$ cat config.mk
export PLATFORM = sky130hd
export DESIGN_NAME = apb_sdcard_dma_ctrl
export DESIGN_NICKNAME = d
export VERILOG_FILES = /design/src/rtl/apb_sdcard_pkg.sv /design/src/rtl/apb_sdcard_dma_ctrl_fifo.sv /design/src/rtl/apb_sdcard_dma_ctrl.sv
export SDC_FILE = /design/constraint.sdc
export NUM_CORES = 1
export LEC_CHECK = 0
export CAP_MARGIN = 20
export CORE_UTILIZATION = 55
export CTS_BUF_LIST = sky130_fd_sc_hd__clkbuf_8 sky130_fd_sc_hd__clkbuf_16
export DETAILED_ROUTE_END_ITERATION = 7
export HOLD_SLACK_MARGIN = 0.12
export PLACE_DENSITY = 0.76
export REMOVE_ABC_BUFFERS = 1
export SYNTH_ARGS = -nofsm -noshare
export SYNTH_HDL_FRONTEND = slang
export SYNTH_HIERARCHICAL = 1
export SYNTH_SLANG_ARGS = --single-unit
$ cat constraint.sdc
create_clock -name PCLK -period 5 [get_ports PCLK]
set_input_delay 0.5 -clock PCLK [delete_from_list [all_inputs] [get_ports PCLK]]
set_output_delay 0.5 -clock PCLK [all_outputs]
set_load 0.01 [all_outputs]
$ cat src/rtl/apb_sdcard_pkg.sv
// Shared definitions for the APB SD-card DMA control block.
// Holds register byte offsets, STATUS/CTRL bit indices, the sequencer state
// encoding and the descriptor layout pushed by a CMD write.
package apb_sdcard_pkg;

    // Descriptor field widths of the default configuration
    localparam int unsigned DESC_ADDR_W = 32;
    localparam int unsigned DESC_CNT_W  = 16;

    // Register byte offsets within the 4 KiB APB window
    localparam logic [11:0] OFF_CTRL     = 12'h000;
    localparam logic [11:0] OFF_ADDR     = 12'h004;
    localparam logic [11:0] OFF_COUNT    = 12'h008;
    localparam logic [11:0] OFF_CMD      = 12'h00C;
    localparam logic [11:0] OFF_STATUS   = 12'h010;
    localparam logic [11:0] OFF_CUR_ADDR = 12'h014;
    localparam logic [11:0] OFF_REMAIN   = 12'h018;

    // CTRL bit indices (the enable mask occupies the low RD_EN_W bits)
    localparam int unsigned CTRL_SRST_BIT  = 8;
    localparam int unsigned CTRL_IRQEN_BIT = 9;

    // STATUS bit indices
    localparam int unsigned ST_BUSY_BIT  = 0;
    localparam int unsigned ST_EMPTY_BIT = 1;
    localparam int unsigned ST_FULL_BIT  = 2;
    localparam int unsigned ST_DONE_BIT  = 3;
    localparam int unsigned ST_ERR_BIT   = 4;
    localparam int unsigned ST_OVF_BIT   = 5;
    localparam int unsigned ST_LVL_LSB   = 8;

    // Block-request sequencer states
    typedef enum logic [1:0] {
        ST_IDLE  = 2'd0,
        ST_ISSUE = 2'd1,
        ST_WAIT  = 2'd2
    } state_e;

    // Multi-block read descriptor
    typedef struct packed {
        logic [DESC_ADDR_W-1:0] addr;
        logic [DESC_CNT_W-1:0]  count;
    } desc_t;

endpackage

$ cat src/rtl/apb_sdcard_dma_ctrl_fifo.sv
// sdcard_req_fifo: synchronous show-ahead FIFO for read descriptors.
// Ports: clk_i/rst_i (async active-high), flush_i empties the FIFO,
// push_i/wdata_i write (ignored when full), pop_i read (ignored when empty),
// rdata_o head entry, full_o/empty_o flags, level_o occupancy.
module sdcard_req_fifo #(
    parameter int unsigned WIDTH = 48,
    parameter int unsigned DEPTH = 4
) (
    input  logic                   clk_i,
    input  logic                   rst_i,
    input  logic                   flush_i,
    input  logic                   push_i,
    input  logic [WIDTH-1:0]       wdata_i,
    input  logic                   pop_i,
    output logic [WIDTH-1:0]       rdata_o,
    output logic                   full_o,
    output logic                   empty_o,
    output logic [$clog2(DEPTH):0] level_o
);

    localparam int unsigned PTR_W = $clog2(DEPTH);
    localparam int unsigned LVL_W = PTR_W + 1;

    logic [WIDTH-1:0] mem_q [DEPTH];
    logic [PTR_W-1:0] wr_ptr_q, wr_ptr_d;
    logic [PTR_W-1:0] rd_ptr_q, rd_ptr_d;
    logic [LVL_W-1:0] level_q, level_d;
    logic             do_push_c, do_pop_c;

    assign full_o    = (level_q == LVL_W'(DEPTH));
    assign empty_o   = (level_q == '0);
    assign level_o   = level_q;
    assign rdata_o   = mem_q[rd_ptr_q];
    assign do_push_c = push_i & ~full_o & ~flush_i;
    assign do_pop_c  = pop_i & ~empty_o & ~flush_i;

    // Pointer/level next state; DEPTH is a power of two so pointers wrap naturally
    always_comb begin
        wr_ptr_d = wr_ptr_q;
        rd_ptr_d = rd_ptr_q;
        level_d  = level_q;
        if (flush_i) begin
            wr_ptr_d = '0;
            rd_ptr_d = '0;
            level_d  = '0;
        end else begin
            if (do_push_c) wr_ptr_d = wr_ptr_q + PTR_W'(1);
            if (do_pop_c)  rd_ptr_d = rd_ptr_q + PTR_W'(1);
            case ({do_push_c, do_pop_c})
                2'b10:   level_d = level_q + LVL_W'(1);
                2'b01:   level_d = level_q - LVL_W'(1);
                default: level_d = level_q;
            endcase
        end
    end

    always_ff @(posedge clk_i or posedge rst_i) begin
        if (rst_i) begin
            wr_ptr_q <= '0;
            rd_ptr_q <= '0;
            level_q  <= '0;
        end else begin
            wr_ptr_q <= wr_ptr_d;
            rd_ptr_q <= rd_ptr_d;
            level_q  <= level_d;
        end
    end

    // Storage array, no reset needed: entries are only read when valid
    always_ff @(posedge clk_i) begin
        if (do_push_c) mem_q[wr_ptr_q] <= wdata_i;
    end

endmodule

$ cat src/rtl/apb_sdcard_dma_ctrl.sv
// apb_sdcard_dma_ctrl: APB slave that queues multi-block SD read descriptors
// and issues them one block at a time over a valid/ready request interface.
// Ports: PCLK/PRESET (async active-high), APB slave (PSEL, PENABLE, PWRITE,
// PADDR, PWDATA, PRDATA, PREADY, PSLVERR), block request (sd_req_valid,
// sd_req_ready, sd_req_addr, sd_req_en), completion (sd_done, sd_err),
// reader soft reset sd_rst and level interrupt irq.
// Build option: define SDCARD_DMA_IRQ_EN to store CTRL.irq_en and drive irq;
// otherwise irq is tied 0 and CTRL[9] reads 0.
// Descriptors pass through the packaged desc_t layout, so ADDR_W and CNT_W
// are carried at most DESC_ADDR_W / DESC_CNT_W bits wide.
module apb_sdcard_dma_ctrl
    import apb_sdcard_pkg::*;
#(
    parameter int unsigned ADDR_W     = 32,
    parameter int unsigned CNT_W      = 16,
    parameter int unsigned RD_EN_W    = 8,
    parameter int unsigned FIFO_DEPTH = 4
) (
    input  logic               PCLK,
    input  logic               PRESET,
    input  logic               PSEL,
    input  logic               PENABLE,
    input  logic               PWRITE,
    input  logic [11:2]        PADDR,
    input  logic [31:0]        PWDATA,
    output logic [31:0]        PRDATA,
    output logic               PREADY,
    output logic               PSLVERR,
    output logic               sd_req_valid,
    input  logic               sd_req_ready,
    output logic [ADDR_W-1:0]  sd_req_addr,
    output logic [RD_EN_W-1:0] sd_req_en,
    input  logic               sd_done,
    input  logic               sd_err,
    output logic               sd_rst,
    output logic               irq
);

    localparam int unsigned FIFO_W = ADDR_W + CNT_W;
    localparam int unsigned LVL_W  = $clog2(FIFO_DEPTH) + 1;

    // APB decode
    logic [11:0] byte_addr_c;
    logic        wr_c, wr_ctrl_c, wr_addr_c, wr_count_c, wr_cmd_c, wr_status_c;
    logic        push_c, cmd_rej_c;

    // Configuration and status registers
    logic [RD_EN_W-1:0] ctrl_en_q, ctrl_en_d;
    logic               ctrl_srst_q, ctrl_srst_d;
    logic [ADDR_W-1:0]  addr_q, addr_d;
    logic [CNT_W-1:0]   count_q, count_d;
    logic               st_done_q, st_done_d;
    logic               st_err_q, st_err_d;
    logic               st_ovf_q, st_ovf_d;
    logic               irq_en_rd_c;

    // Sequencer
    state_e             state_q, state_d;
    logic [ADDR_W-1:0]  cur_addr_q, cur_addr_d;
    logic [CNT_W-1:0]   remain_q, remain_d;
    logic               req_valid_q, req_valid_d;
    logic [ADDR_W-1:0]  req_addr_q, req_addr_d;
    logic               pop_c, set_done_c, set_err_c;

    // FIFO
    desc_t              push_desc_c;
    logic [FIFO_W-1:0]  fifo_wdata_c, fifo_rdata_c;
    logic [ADDR_W-1:0]  fifo_addr_c;
    logic [CNT_W-1:0]   fifo_cnt_c;
    logic               fifo_full_c, fifo_empty_c;
    logic [LVL_W-1:0]   fifo_level_c;

    assign byte_addr_c = {PADDR, 2'b00};
    assign wr_c        = PSEL & PENABLE & PWRITE;
    assign wr_ctrl_c   = wr_c & (byte_addr_c == OFF_CTRL);
    assign wr_addr_c   = wr_c & (byte_addr_c == OFF_ADDR);
    assign wr_count_c  = wr_c & (byte_addr_c == OFF_COUNT);
    assign wr_cmd_c    = wr_c & (byte_addr_c == OFF_CMD);
    assign wr_status_c = wr_c & (byte_addr_c == OFF_STATUS);

    // A full FIFO or an asserted soft reset rejects the push with an error response
    assign cmd_rej_c   = wr_cmd_c & (fifo_full_c | ctrl_srst_q);
    assign push_c      = wr_cmd_c & ~fifo_full_c & ~ctrl_srst_q;

    assign PREADY       = 1'b1;
    assign PSLVERR      = cmd_rej_c;
    assign sd_req_valid = req_valid_q;
    assign sd_req_addr  = req_addr_q;
    assign sd_req_en    = ctrl_en_q;
    assign sd_rst       = ctrl_srst_q;

    // Descriptor assembly from the staged ADDR/COUNT registers
    always_comb begin
        push_desc_c.addr  = DESC_ADDR_W'(addr_q);
        push_desc_c.count = DESC_CNT_W'(count_q);
        fifo_wdata_c      = {ADDR_W'(push_desc_c.addr), CNT_W'(push_desc_c.count)};
    end

    assign fifo_addr_c = fifo_rdata_c[FIFO_W-1 -: ADDR_W];
    assign fifo_cnt_c  = fifo_rdata_c[CNT_W-1:0];

    sdcard_req_fifo #(
        .WIDTH (FIFO_W),
        .DEPTH (FIFO_DEPTH)
    ) u_fifo (
        .clk_i   (PCLK),
        .rst_i   (PRESET),
        .flush_i (ctrl_srst_q),
        .push_i  (push_c),
        .wdata_i (fifo_wdata_c),
        .pop_i   (pop_c),
        .rdata_o (fifo_rdata_c),
        .full_o  (fifo_full_c),
        .empty_o (fifo_empty_c),
        .level_o (fifo_level_c)
    );

    // Register write and sticky status update; a set in the same cycle beats W1C
    always_comb begin
        ctrl_en_d   = ctrl_en_q;
        ctrl_srst_d = ctrl_srst_q;
        addr_d      = addr_q;
        count_d     = count_q;
        if (wr_ctrl_c) begin
            ctrl_en_d   = PWDATA[RD_EN_W-1:0];
            ctrl_srst_d = PWDATA[CTRL_SRST_BIT];
        end
        if (wr_addr_c)  addr_d  = ADDR_W'(PWDATA);
        if (wr_count_c) count_d = CNT_W'(PWDATA);
        st_done_d = set_done_c | (st_done_q & ~(wr_status_c & PWDATA[ST_DONE_BIT]));
        st_err_d  = set_err_c  | (st_err_q  & ~(wr_status_c & PWDATA[ST_ERR_BIT]));
        st_ovf_d  = cmd_rej_c  | (st_ovf_q  & ~(wr_status_c & PWDATA[ST_OVF_BIT]));
    end

    always_ff @(posedge PCLK or posedge PRESET) begin
        if (PRESET) begin
            ctrl_en_q   <= '0;
            ctrl_srst_q <= 1'b0;
            addr_q      <= '0;
            count_q     <= '0;
            st_done_q   <= 1'b0;
            st_err_q    <= 1'b0;
            st_ovf_q    <= 1'b0;
            cur_addr_q  <= '0;
            remain_q    <= '0;
            req_valid_q <= 1'b0;
            req_addr_q  <= '0;
        end else begin
            ctrl_en_q   <= ctrl_en_d;
            ctrl_srst_q <= ctrl_srst_d;
            addr_q      <= addr_d;
            count_q     <= count_d;
            st_done_q   <= st_done_d;
            st_err_q    <= st_err_d;
            st_ovf_q    <= st_ovf_d;
            cur_addr_q  <= cur_addr_d;
            remain_q    <= remain_d;
            req_valid_q <= req_valid_d;
            req_addr_q  <= req_addr_d;
        end
    end

`ifdef SDCARD_DMA_IRQ_EN
    logic irq_en_q, irq_en_d;

    always_comb begin
        irq_en_d = irq_en_q;
        if (wr_ctrl_c) irq_en_d = PWDATA[CTRL_IRQEN_BIT];
    end

    always_ff @(posedge PCLK or posedge PRESET) begin
        if (PRESET) irq_en_q <= 1'b0;
        else        irq_en_q <= irq_en_d;
    end

    assign irq_en_rd_c = irq_en_q;
    assign irq         = irq_en_q & (st_done_q | st_err_q | st_ovf_q);
`else
    assign irq_en_rd_c = 1'b0;
    assign irq         = 1'b0;
`endif

    // Sequencer state register
    always_ff @(posedge PCLK or posedge PRESET) begin
        if (PRESET) state_q <= ST_IDLE;
        else        state_q <= state_d;
    end

    // Sequencer next state; soft reset parks it in IDLE
    always_comb begin
        state_d = state_q;
        if (ctrl_srst_q) begin
            state_d = ST_IDLE;
        end else begin
            case (state_q)
                ST_IDLE:  if (!fifo_empty_c) state_d = (fifo_cnt_c == '0) ? ST_IDLE : ST_ISSUE;
                ST_ISSUE: if (req_valid_q && sd_req_ready) state_d = ST_WAIT;
                ST_WAIT: begin
                    if (sd_done) begin
                        if (sd_err || remain_q == CNT_W'(1)) state_d = ST_IDLE;
                        else                                 state_d = ST_ISSUE;
                    end
                end
                default:  state_d = ST_IDLE;
            endcase
        end
    end

    // Sequencer outputs: pop, descriptor progress, request valid/address, status sets.
    // The request is registered, so valid rises one cycle after entering ISSUE
    // and falls on the handshake edge.
    always_comb begin
        pop_c       = 1'b0;
        set_done_c  = 1'b0;
        set_err_c   = 1'b0;
        cur_addr_d  = cur_addr_q;
        remain_d    = remain_q;
        req_valid_d = 1'b0;
        req_addr_d  = req_addr_q;
        if (!ctrl_srst_q) begin
            case (state_q)
                ST_IDLE: begin
                    if (!fifo_empty_c) begin
                        pop_c      = 1'b1;
                        cur_addr_d = fifo_addr_c;
                        remain_d   = fifo_cnt_c;
                        set_done_c = (fifo_cnt_c == '0);
                    end
                end
                ST_ISSUE: begin
                    req_addr_d  = cur_addr_q;
                    req_valid_d = ~(req_valid_q & sd_req_ready);
                end
                ST_WAIT: begin
                    if (sd_done) begin
                        if (sd_err) begin
                            set_err_c = 1'b1;
                        end else begin
                            cur_addr_d = cur_addr_q + ADDR_W'(1);
                            remain_d   = remain_q - CNT_W'(1);
                            set_done_c = (remain_q == CNT_W'(1));
                        end
                    end
                end
                default: ;
            endcase
        end
    end

    // Zero-wait read mux; PRDATA is 0 outside a read select
    always_comb begin
        PRDATA = '0;
        if (PSEL && !PWRITE) begin
            case (byte_addr_c)
                OFF_CTRL: begin
                    PRDATA[7:0]            = 8'(ctrl_en_q);
                    PRDATA[CTRL_SRST_BIT]  = ctrl_srst_q;
                    PRDATA[CTRL_IRQEN_BIT] = irq_en_rd_c;
                end
                OFF_ADDR:     PRDATA = 32'(addr_q);
                OFF_COUNT:    PRDATA = 32'(count_q);
                OFF_STATUS: begin
                    PRDATA[ST_BUSY_BIT]               = (state_q != ST_IDLE);
                    PRDATA[ST_EMPTY_BIT]              = fifo_empty_c;
                    PRDATA[ST_FULL_BIT]               = fifo_full_c;
                    PRDATA[ST_DONE_BIT]               = st_done_q;
                    PRDATA[ST_ERR_BIT]                = st_err_q;
                    PRDATA[ST_OVF_BIT]                = st_ovf_q;
                    PRDATA[ST_LVL_LSB +: 8]           = 8'(fifo_level_c);
                end
                OFF_CUR_ADDR: PRDATA = 32'(cur_addr_q);
                OFF_REMAIN:   PRDATA = 32'(remain_q);
                default:      PRDATA = '0;
            endcase
        end
    end

endmodule
; Yosys cells after proc, flatten, opt, wreduce, memory -nomap -nowiden
; Memories as Yosys holds them, arrays and structs flattened.
; Index checks and enable logic that the tools add are counted.
[totals]
output_inout_bits = 77
n_memories = 1
wordCells = 131
input_bits = 50
ff_bits = 150
ramBits = 192
[mem_list]
columns = name, depth, width, read_ports, rd_ports_with_merged_regs, write_ports, line_no
row1 = u_fifo.mem_q, 4, 48, 1, 0, 1, apb_sdcard_dma_ctrl_fifo.sv:24  ; logic [WIDTH-1:0] mem_q [DEPTH];
[op_classes]
n_eq_ne = 18
mux = 43
add_sub_neg = 6
n_reduce_logical = 16
bitwise_logic = 32
[op_table]
columns = cell, n
row1 = $mux W32, 4
row2 = $pmux W16 S2, 2
row3 = $pmux W32 S2, 1
row4 = $mux W16, 3
row5 = $pmux W6 S6, 1
row6 = $add A32 B1 Y32 const B, 1
row7 = $eq A10 B3 Y1 const B, 3
row8 = $pmux W6 S5, 1
row9 = $and A1 B1 Y1, 21
row10 = $eq A10 B2 Y1 const B, 2
row11 = $mux W1, 17
row12 = $eq A16 B1 Y1 const B, 1
row13 = $logic_not A16 Y1, 1
row14 = $mux W2, 8
row15 = $sub A16 B1 Y16 const B, 1
row16 = $logic_not A12 Y1, 1
row17 = $pmux W2 S6, 1
row18 = $eq A10 B1 Y1 const B, 1
row19 = $pmux W2 S5, 1
row20 = $ne A3 B3 Y1 const B, 3
row21 = $reduce_bool A2 Y1, 4
row22 = $not A1 Y1, 7
row23 = $ne A2 B2 Y1 const B, 3
row24 = $pmux W2 S3, 1
row25 = 19 further kinds, 26

; Longest topological paths before layout
; Gate-level depths: netlist of run 1.
[logic_depth]
word_depth = 10
mapped_depth = 12
depth_no_buf = 11

; Cells and area by module
; The synthesis of run 1 kept the hierarchy.
[by_module_without_submodules]
columns = mod, cells_each, n_inst, seq_area_each_um2, area_per_inst_um2
row1 = apb_sdcard_dma_ctrl, 740, 1, 3578.4, 7647.3
row2 = sdcard_req_fifo, 318, 1, 5940.7, 7519.7

; Worst setup path before layout of run 1
; Ideal clock, no wire load.
[synth_path]
kind = input to register
from = input port PADDR[7] (netlist name)
to = memory u_fifo.mem_q[0][0], enable pin
setup_ps = 410
t_required_ps = 4590
arrival_time_ps = 3550
slack_ps = 1040
path_buffers = 1
path_stages = 8
path_cell_list = or4_4 nor4_4 nand3_1 nor3_1 buf_4 inv_2 nor3_1 and2_1
[synth_between]
elab_chain_cells = 8
[synth_lines]
columns = element, line_no
row1 = start: declaration, apb_sdcard_dma_ctrl.sv:24  ; input logic [11:2] PADDR,
row2 = $eq A10 B2 Y1, apb_sdcard_dma_ctrl.sv:78  ; assign wr_cmd_c = wr_c & (byte_addr_c == OFF_CMD);
row3 = $and A1 B1 Y1, apb_sdcard_dma_ctrl.sv:78
row4 = $and A1 B1 Y1 (2 in series), apb_sdcard_dma_ctrl.sv:83  ; assign push_c = wr_cmd_c & ~fifo_full_c & ~ctrl_srst_q;
row5 = named net push_c, apb_sdcard_dma_ctrl.sv:45  ; logic push_c, cmd_rej_c;
row6 = $and A1 B1 Y1 (2 in series), apb_sdcard_dma_ctrl_fifo.sv:34  ; assign do_push_c = push_i & ~full_o & ~flush_i;
row7 = $mux W1, apb_sdcard_dma_ctrl_fifo.sv:71  ; if (do_push_c) mem_q[wr_ptr_q] <= wdata_i;
row8 = $mux W1 (implied by the code), apb_sdcard_dma_ctrl_fifo.sv:71
row9 = end: declaration, apb_sdcard_dma_ctrl_fifo.sv:24
; The timed path passes the listed nets, and every way through them passes these cells.

; Worst setup path after layout of run 1
[layout_path]
from = input port PADDR[3] (netlist name)
to = output port PRDATA[13]
[layout_between]
elab_chain_cells = 3
elab_cells_between_ends = 7
cone_classes = eq/ne (5) / mux (2)
[layout_lines]
columns = element, line_no
row1 = $eq A10 B3 Y1 (tied with other cells), apb_sdcard_dma_ctrl.sv:254  ; case (byte_addr_c)
row2 = $pmux W6 S5 *, apb_sdcard_dma_ctrl.sv:254
row3 = $mux W32 *, apb_sdcard_dma_ctrl.sv:253  ; if (PSEL && !PWRITE) begin
row4 = end: declaration, apb_sdcard_dma_ctrl.sv:26  ; output logic [31:0] PRDATA,
; Mark *: on every way between the ends. The rest lies on a longest branch, timed or not.

==> results of run 1 <==
==> per-stage QoR <==
step | area, sq um | worst slack [ps] | instances
2_1_floorplan | 14800 | 439 | 978
3_3_place_gp | 16700 | 949 | 1468
3_5_place_dp | 16700 | 917 | 1468
4_1_cts | 17900 | 916 | 1532
5_1_grt | 17900 | 688 | 1534
6_report | 17900 | 798 | 1534
==> per-layer routing <==
layer / up-vias / share of wire [%] / global-route usage, %
li1: 4361 / - / -
met1: 5069 / 42 / 39.2
met2: 560 / 47 / 42.2
met3: 70 / 9.5 / 5.31
met4: 0 / 2.1 / 7.94
met5: - / 0 / 0
==> registers in the layout (all words and copies together) (netlist names), 2 cells and up <==
| name | cells |
|---|---|
| u_fifo/rd_ptr_q | 2 |
| state_q | 2 |
| sd_req_en | 8 |
| u_fifo/mem_q | 192 |
| addr_q | 32 |
| cur_addr_q | 32 |
| u_fifo/level_o | 3 |
| sd_req_addr | 32 |
| remain_q | 16 |
| count_q | 16 |
| u_fifo/wr_ptr_q | 2 |
==> path summary, 6_finish.rpt <==
| path | from | end | depth (start not counted) |
|---|---|---|---|
| worst max register to register | u_fifo/rd_ptr_q[0] | st_done_q | 6 |
| worst max-delay path | PADDR[3] | PRDATA[13] | 6 |
| worst min register to register | sd_req_addr[9] | sd_req_addr[9] | 1 |
| max in group asynchronous | PRESET | cur_addr_q[24] | 3 |
| min in group PCLK | sd_req_addr[9] | sd_req_addr[9] | 1 |
| worst min-delay path | PRESET | u_fifo/level_o[2] | 2 |
==> area by class of cell <==
class	count	area [sq um]	share of cell area (%)
flip-flops and latches	342	9520	53.2
multi-input cells	624	5230	29.2
repair buffers	151	1520	8.48
clock buffers	42	1010	5.62
well taps	341	427	2.38
clock inverters	22	154	0.859
inverters	12	50.0	0.279
==> cells by family after synthesis <==
kind of cell,share of synthesized area (%)
multiplexers,14.3
other,0.0495
XOR/XNOR,0.173
adder cells (fa/ha/maj),0.709
flip-flops,62.8
buffers and inverters,3.01
AND/OR/NAND/NOR,8.28
AO/OA/AOI/OAI,10.7
==> worst max-delay path: stages <==
cell,delay [ps]
clkdlybuf4s50_1,680
nor4b_4,760
buf_4,390
o21bai_1,290
nor3_1,440
clkdlybuf4s50_1,620
==> layout by cell type (no fill, tap or decap), types with 7 or more instances in the layout <==
cell type / instances
a211oi_1: 15
edfxtp_1: 192
a311oi_1: 9
nor4_1: 9
a32oi_1: 10
a2bb2oi_1: 7
nand4_1: 9
a221oi_1: 13
inv_1: 20
clkbuf_16: 38
mux4_2: 48
nor2_1: 61
nand3_1: 21
dfrtp_1: 148
nand2_1: 35
ha_1: 7
a21oi_1: 59
or3_1: 8
buf_4: 21
a22oi_1: 27
o22ai_1: 9
nor3_1: 23
clkdlybuf4s50_1: 124
mux2_2: 91
o21ai_0: 51
==> where the power goes <==
| group | total (mW) | switching, mW | internal (mW) | leakage (nW) |
|---|---|---|---|---|
| registers | 3.92 | 0.591 | 3.33 | 4.02 |
| logic | 2.45 | 1.27 | 1.18 | 2.38 |
| clock network | 2.59 | 1.06 | 1.53 | 0.604 |
| total | 8.97 | 2.92 | 6.05 | 7.01 |
==> summary.md, run 1 <==
| Metric | Value |
|---|---|
| Final Setup Violations | `0` |
| Chip height | `168 um` |
| Leak | `7.01 nW` |
| Port Buffers | `124` |
| Post-CTS Setup Repair Bufs | `0` |
| Starting Density | `56.1%` |
| Max-slew violations | `0` |
| HPWL Detailed | `23.3 mm` |
| Fillers | `1885` |
| Critical Path Fanout Max | `18` |
| Outcome | `completed` |
| Warnings, synthesis | `6` |
| # IOs | `127` |
| Final #Nets | `1225` |
| Synth Cell Area | `15200 sq um` |
| Num CTS Buffers | `36` |
| Antenna Nets Post-Route | `0` |
| Post-synth EDFFs | `192` |
| Pin count of the biggest net entering global routing | `79` |
| Distinct cells, synth | `78` |
| P per Cell Area | `501 nW/um^2` |
| Die Area | `28200 sq um` |
| FFs w/ async S/R, synth | `43.9%` |
| Avg WL per Cell | `24.1 um` |
| Area leader, netlist | `edfxtp_1` |
| Worst EP arrival | `3700 ps` |
| Site Rows | `60` |
| GRT Total Usage | `27.1%` |
| CTS max path bufs | `3` |
| Final Hold Fails | `0` |
| Final Power | `8.97 mW` |
| Least-Margin Pin Slew | `881 ps` |
| F_max | `238 MHz` |
| Number of global-route vias before repair | `9839` |
| Vias | `10100` |
| Total iterations of the first detailed-routing run | `5` |
| Synth Flop Type | `edfxtp_1` |
| Vias per Instance | `6.56` |
| Post-synth top cells | `192 x edfxtp_1, 150 x dfrtp_1, 91 x mux2_2` |
| Core Area | `27000 sq um` |
| Worst setup SP type | `primary input` |
| RSZ-0062 raised after global routing | `no` |
| CTS Hold Bufs | `0` |
| Period Utilization, post-route | `84.0%` |
| Most common cell in the netlist | `edfxtp_1` |
| Crit Path Class | `in -> out` |
| Worst Skew | `16.8 ps` |
| Drt total wl | `37.0 mm` |
| Utilization after layout | `66.3%` |
| Area grow syn2layout | `18.1%` |
| Routability cong. | `0.872` |
| TNS Setup | `0 ps` |
| Worst Hold Class | `in -> async` |
| Post-cts resize count | `0` |
| CTS tree | `yes` |
| Initial antenna violation count | `0` |
| Worst path required time | `4500 ps` |
| Grt total ovfl | `0` |
| Proportion of layout cells with a drive suffix above 1 | `21.0%` |
| Post-synth top area share | `38.0%` |
| R2R Setup Slk | `1760 ps` |
| Crit. End Element | `output port` |
| Die X | `168 um` |
| H-tree depth | `2` |
| Post-synthesis sequential area ratio | `62.8%` |
| Clk root buf | `clkbuf_16` |
| N_diodes | `0` |
| Worst hold slack | `376 ps` |
| Max cap viols | `0` |
| Clock latency at the later pin of the worst-skew pair | `510 ps` |
| Clk sinks | `342` |
| Synth Instances | `1058` |
| VDD IR max | `0.529 mV` |
| First-pass GRT wire length | `57.9 mm` |
| Mean post-synth cell area | `14.3 sq um` |
| #FFs+latches synth | `342` |
| Clock slew at reported path FFs | `60 ps` |
| Rel. slew slack | `41.0%` |
| Top post-synthesis cells by area | `edfxtp_1 38%, dfrtp_1 25%, mux4_2 7.1%` |
| Iteration-0 DRC Markers | `1356` |
| DR DRC count | `0` |
| Tmin final | `4200 ps` |
(Power assumes the default switching activity.)
==> run 2, diff against run 1 <==
==> constraint.sdc (replaced) <==
create_clock -name PCLK -period 4.01 [get_ports PCLK]
set_input_delay 0.401 -clock PCLK [delete_from_list [all_inputs] [get_ports PCLK]]
set_output_delay 0.401 -clock PCLK [all_outputs]
set_load 0.01 [all_outputs]
==> run 2 against run 1 <==
Compared with the run above:
- global-route usage increased by 1.0 points
- power grew 28%
- sequential power is 25% higher
- routed wire length is 4.7% higher
- final cell count up 1.3%
- combinational power increased by 30%
- count of clock-buffer cells in the layout rose by 1
- sequential share of layout area decreased by 0.65 points
- worst setup slack got worse by 320 ps
- critical endpoint is now PRDATA[1]
==> summary.md, run 2 (synthesized netlist as in run 1, its figures left out) <==
| Metric | Value |
|---|---|
| RSZ-0062 raised after global routing | `no` |
| Fillers | `1875` |
| Proportion of layout cells with a drive suffix above 1 | `22.7%` |
| Crit. End Element | `output port` |
| Outcome | `completed` |
| N_diodes | `0` |
| Final Power | `11.5 mW` |
| Worst path required time | `3610 ps` |
| Buf/Inv on CP | `4` |
| Chip height | `168 um` |
| First-pass GRT wire length | `60.1 mm` |
| Worst setup SP type | `primary input` |
| Grt total ovfl | `0` |
| H-tree depth | `2` |
| Num CTS Buffers | `36` |
| Total iterations of the first detailed-routing run | `6` |
| Clock latency at the later pin of the worst-skew pair | `520 ps` |
| Antenna Nets Post-Route | `0` |
| Register Area | `9520 sq um` |
| Period Utilization, post-route | `88.2%` |
| Clk root buf | `clkbuf_16` |
| Area of the multi-input gates | `5230 sq um` |
| Area grow syn2layout | `19.6%` |
| VDD IR max | `0.553 mV` |
| Commonest non-fill, non-tap cells in the layout | `192 x edfxtp_1, 148 x dfrtp_1, 124 x clkdlybuf4s50_1` |
| Clock slew at reported path FFs | `60 ps` |
| Starting Density | `56.1%` |
| Critical path's top delay family | `buffers and inverters` |
| DR DRC count | `0` |
| Final Hold Fails | `0` |
| Worst EP arrival | `3130 ps` |
| Vias per Instance | `6.61` |
| Placed instance area | `16900 sq um` |
| Port Buffers | `124` |
| Pin count of the biggest net entering global routing | `78` |
| Slowest stage cell, crit path | `or4_4` |
| Tmin final | `3540 ps` |
| Crit-path cells | `clkdlybuf4s50_1 -> or4_4 -> nor3_1 -> buf_4 -> and2_1 -> buf_4 -> a22oi_1 -> a21oi_1 -> clkdlybuf4s50_1` |
| Routability cong. | `0.874` |
| Iteration-0 DRC Markers | `1186` |
| Max stage delay on crit path | `590 ps` |
| Max-slew violations | `0` |
| Worst hold slack | `248 ps` |
| Leak | `7.13 nW` |
| Die Area | `28200 sq um` |
| Placed cells | `1489` |
| Clk sinks | `342` |
| Initial antenna violation count | `0` |
| Rel. slew slack | `49.6%` |
| P per Cell Area | `633 nW/um^2` |
| Critical Path Fanout Max | `14` |
| Site Rows | `60` |
| Drt total wl | `38.7 mm` |
| CTS Hold Bufs | `0` |
| CTS max path bufs | `3` |
| Vias | `10300` |
| Final #Nets | `1245` |
| TNS Setup | `0 ps` |
| Avg WL per Cell | `24.9 um` |
| Post-cts resize count | `0` |
| Final Setup Violations | `0` |
| CTS tree | `yes` |
| HPWL Detailed | `24.7 mm` |
| Core Area | `27000 sq um` |
| Number of global-route vias before repair | `10300` |
| # IOs | `127` |
| Crit Path Class | `in -> out` |
| Worst Hold Class | `in -> async` |
| Post-CTS Setup Repair Bufs | `0` |
| Die X | `168 um` |
| GRT Total Usage | `28.1%` |
| Max cap viols | `0` |
| Max reg flops | `192` |
| Least-Margin Pin Slew | `757 ps` |
| F_max | `283 MHz` |
| Top reg by flops | `u_fifo/mem_q` |
| Worst Skew | `12.9 ps` |
| Non-Filler Instances | `1554` |
| Most common cell after layout, fill and taps aside | `edfxtp_1` |
| Post-route cell area | `18100 sq um` |
-- run 2: final cells by class --
class | instances | share of cell area, %
clock buffer | 43 | 5.56
inverter | 12 | 0.276
multi-input combinational | 624 | 28.9
clock inverter | 21 | 1.15
tap | 341 | 2.35
timing repair buffer | 171 | 9.27
sequential | 342 | 52.5
-- run 2: stage by stage --
| step | setup WS (ps) | util (%) |
|---|---|---|
| floorplan | -551 | - |
| global placement | 497 | 62.5 |
| detailed placement | 460 | 62.5 |
| CTS | 464 | 67.0 |
| global route | 328 | 67.1 |
| finish | 474 | 67.1 |
-- run 2: per-layer routing --
metal  up-vias  share of wire (%)  global-route usage (%)
met1      5148                 40                    39.7
met3        94                9.8                    4.51
met4         0                3.0                    9.41
met2       628                 47                    45.1
li1       4407                  -                       -
met5         -                  0                       0
-- run 2: power breakdown --
group	switching, mW	total (mW)	internal (mW)	leakage [nW]
Combinational	1.67	3.18	1.51	2.49
Clock	1.36	3.41	2.05	0.618
Sequential	0.733	4.89	4.15	4.02
-- run 2: final timing paths --
check | from | end | slack [ps] | cells past startpoint
min | PRESET | u_fifo/level_o[1] | 250 | 2
max reg2reg | u_fifo/rd_ptr_q[0] | st_done_q | 1110 | 6
max in group asynchronous | PRESET | count_q[12] | 2700 | 3
min reg2reg | sd_req_addr[30] | sd_req_addr[30] | 500 | 1
min in group PCLK | PWDATA[28] | addr_q[28] | 500 | 2
max | PADDR[7] | PRDATA[1] | 470 | 9
==> run 3, diff against run 2 <==
--- a/config.mk
+++ b/config.mk
@@ -6,11 +6,12 @@
 export NUM_CORES = 1
 export LEC_CHECK = 0
 export CAP_MARGIN = 20
-export CORE_UTILIZATION = 55
-export CTS_BUF_LIST = sky130_fd_sc_hd__clkbuf_8 sky130_fd_sc_hd__clkbuf_16
+export CELL_PAD_IN_SITES_DETAIL_PLACEMENT = 1
+export CELL_PAD_IN_SITES_GLOBAL_PLACEMENT = 2
+export CORE_UTILIZATION = 42
 export DETAILED_ROUTE_END_ITERATION = 7
 export HOLD_SLACK_MARGIN = 0.12
-export PLACE_DENSITY = 0.76
+export PLACE_DENSITY_LB_ADDON = 0.1
 export REMOVE_ABC_BUFFERS = 1
 export SYNTH_ARGS = -nofsm -noshare
 export SYNTH_HDL_FRONTEND = slang
==> run 3 against run 2 <==
Compared with the run above:
- die area increased by 31%
- clock power grew 4%
- power up 1.8%
- core utilization down 15 points
- design area increased by 1.4%
- critical endpoint is now PRDATA[12]
- largest cell class unchanged
- highest routed layer is now met5
==> summary.md, run 3 (synthesized netlist as in run 1, its figures left out) <==
| Metric | Value |
|---|---|
| First-pass GRT wire length | `67.0 mm` |
| Top reg by flops | `u_fifo/mem_q` |
| Die Area | `36900 sq um` |
| Reg2Reg Depth | `6` |
| R2R Path Start | `u_fifo/rd_ptr_q[0]` |
| Port Buffers | `124` |
| TNS Setup | `0 ps` |
| Max-slew violations | `0` |
| Number of global-route vias before repair | `10600` |
| CTS max path bufs | `3` |
| Routability cong. | `0.783` |
| Clk root buf | `clkbuf_16` |
| Worst Skew | `16.2 ps` |
| Drt total wl | `44.2 mm` |
| Antenna Nets Post-Route | `0` |
| Post-cts resize count | `0` |
| Leak | `7.14 nW` |
| Chip height | `192 um` |
| R2R Path End | `st_done_q` |
| Starting Density | `42.6%` |
| Post-CTS Setup Repair Bufs | `0` |
| Final Power | `11.7 mW` |
| CTS tree | `yes` |
| H-tree depth | `2` |
| Utilization after layout | `51.7%` |
| GRT Total Usage | `24.8%` |
| DR DRC count | `0` |
| HPWL Detailed | `28.7 mm` |
| Grt total ovfl | `0` |
| Switch share | `33.3%` |
| Iteration-0 DRC Markers | `632` |
| Combinational power share | `27.7%` |
| Pre-CTS setup slack | `469 ps` |
| Vias | `10000` |
| Max cap viols | `0` |
| Worst path required time | `3610 ps` |
| Clk pwr share | `30.4%` |
| Max reg flops | `192` |
| Worst Hold Class | `in -> async` |
| # IOs | `127` |
| Crit Path Class | `in -> out` |
| Final Setup Violations | `0` |
| Most common cell after layout, fill and taps aside | `edfxtp_1` |
| Net switching power | `3.89 mW` |
| Critical Path Fanout Max | `6` |
| Proportion of layout cells with a drive suffix above 1 | `22.4%` |
| Clk sinks | `342` |
| R2R Setup Slk | `1100 ps` |
| Tmin final | `3510 ps` |
| Final Hold Fails | `0` |
| Worst EP arrival | `3110 ps` |
| Sequential power share | `41.9%` |
| CTS Hold Bufs | `0` |
| Area grow syn2layout | `21.2%` |
| Final #Nets | `1245` |
| Outcome | `completed` |
| Clock slew at reported path FFs | `60 ps` |
| Internal power | `7.79 mW` |
| Commonest non-fill, non-tap cells in the layout | `192 x edfxtp_1, 148 x dfrtp_1, 124 x clkdlybuf4s50_1` |
| Crit. End Element | `output port` |
| Num CTS Buffers | `39` |
| F_max | `285 MHz` |
| Vias per Instance | `5.97` |
| Site Rows | `69` |
| VDD IR max | `0.386 mV` |
| Least-Margin Pin Slew | `915 ps` |
| Total iterations of the first detailed-routing run | `5` |
| Worst setup SP type | `primary input` |
| Period Utilization, post-route | `87.5%` |
| Worst hold slack | `311 ps` |
| Rel. slew slack | `38.9%` |
| N_diodes | `0` |
| Pin count of the biggest net entering global routing | `75` |
| Initial antenna violation count | `1` |
| Core Area | `35600 sq um` |
| P per Cell Area | `635 nW/um^2` |
| RSZ-0062 raised after global routing | `no` |
| Clock latency at the later pin of the worst-skew pair | `530 ps` |
| Final WS setup | `501 ps` |
| Avg WL per Cell | `26.4 um` |
| Die X | `192 um` |
run 3: metal layers:
metal	up-vias	wire [um]	GRT usage (%)
li1	4421	-	-
met5	-	13	0
met3	65	2100	4.33
met4	2	821	6.33
met2	261	20900	39.1
met1	5270	20400	35.5
run 3: through the flow:
stage,cells,instance area (sq um)
global placement,1606,17100
detailed placement,1606,17100
CTS,1677,18400
floorplan,978,14800
global route,1678,18400
finish,1678,18400
run 3: cell type report:
type / instances / area [sq um]
Sequential cell: 342 / 9520
Clock inverter: 15 / 149
Clock buffer: 56 / 1120
Timing Repair Buffer: 168 / 1730
Inverter: 12 / 50.0
Fill cell: 3512 / 17200
Tap cell: 461 / 577
Multi-Input combinational cell: 624 / 5230
run 3: worst max-delay path, cell delays in order:
cell             delay (ps)
clkdlybuf4s50_1         400
or4_4                   580
or3_1                   400
o21bai_1                400
nor3_1                  330
clkdlybuf4s50_1         580
run 3: how the worst max path moves through the flow:
stage                     from                  end  slack [ps]  cells after the start
finish                PADDR[7]           PRDATA[12]         500                      6
global placement      PADDR[7]           PRDATA[15]         550                      6
CTS                   PADDR[7]           PRDATA[12]         510                      6
floorplan           state_q[0]    u_fifo/level_o[1]        -550                      7
detailed placement    PADDR[7]  u_fifo/mem_q[0][35]         470                      9
global route          PADDR[7]           PRDATA[13]         400                      6
run 3: power by group through the flow:
stage / Clock, mW / Combinational, mW / Sequential [mW]
2_1_floorplan: 0 / 1.86 / 4.86
3_3_place_gp: 0 / 3.17 / 4.95
3_5_place_dp: 0 / 3.25 / 4.96
4_1_cts: 3.62 / 3.27 / 4.89
5_1_grt: 3.75 / 3.54 / 4.97
6_report: 3.55 / 3.24 / 4.89
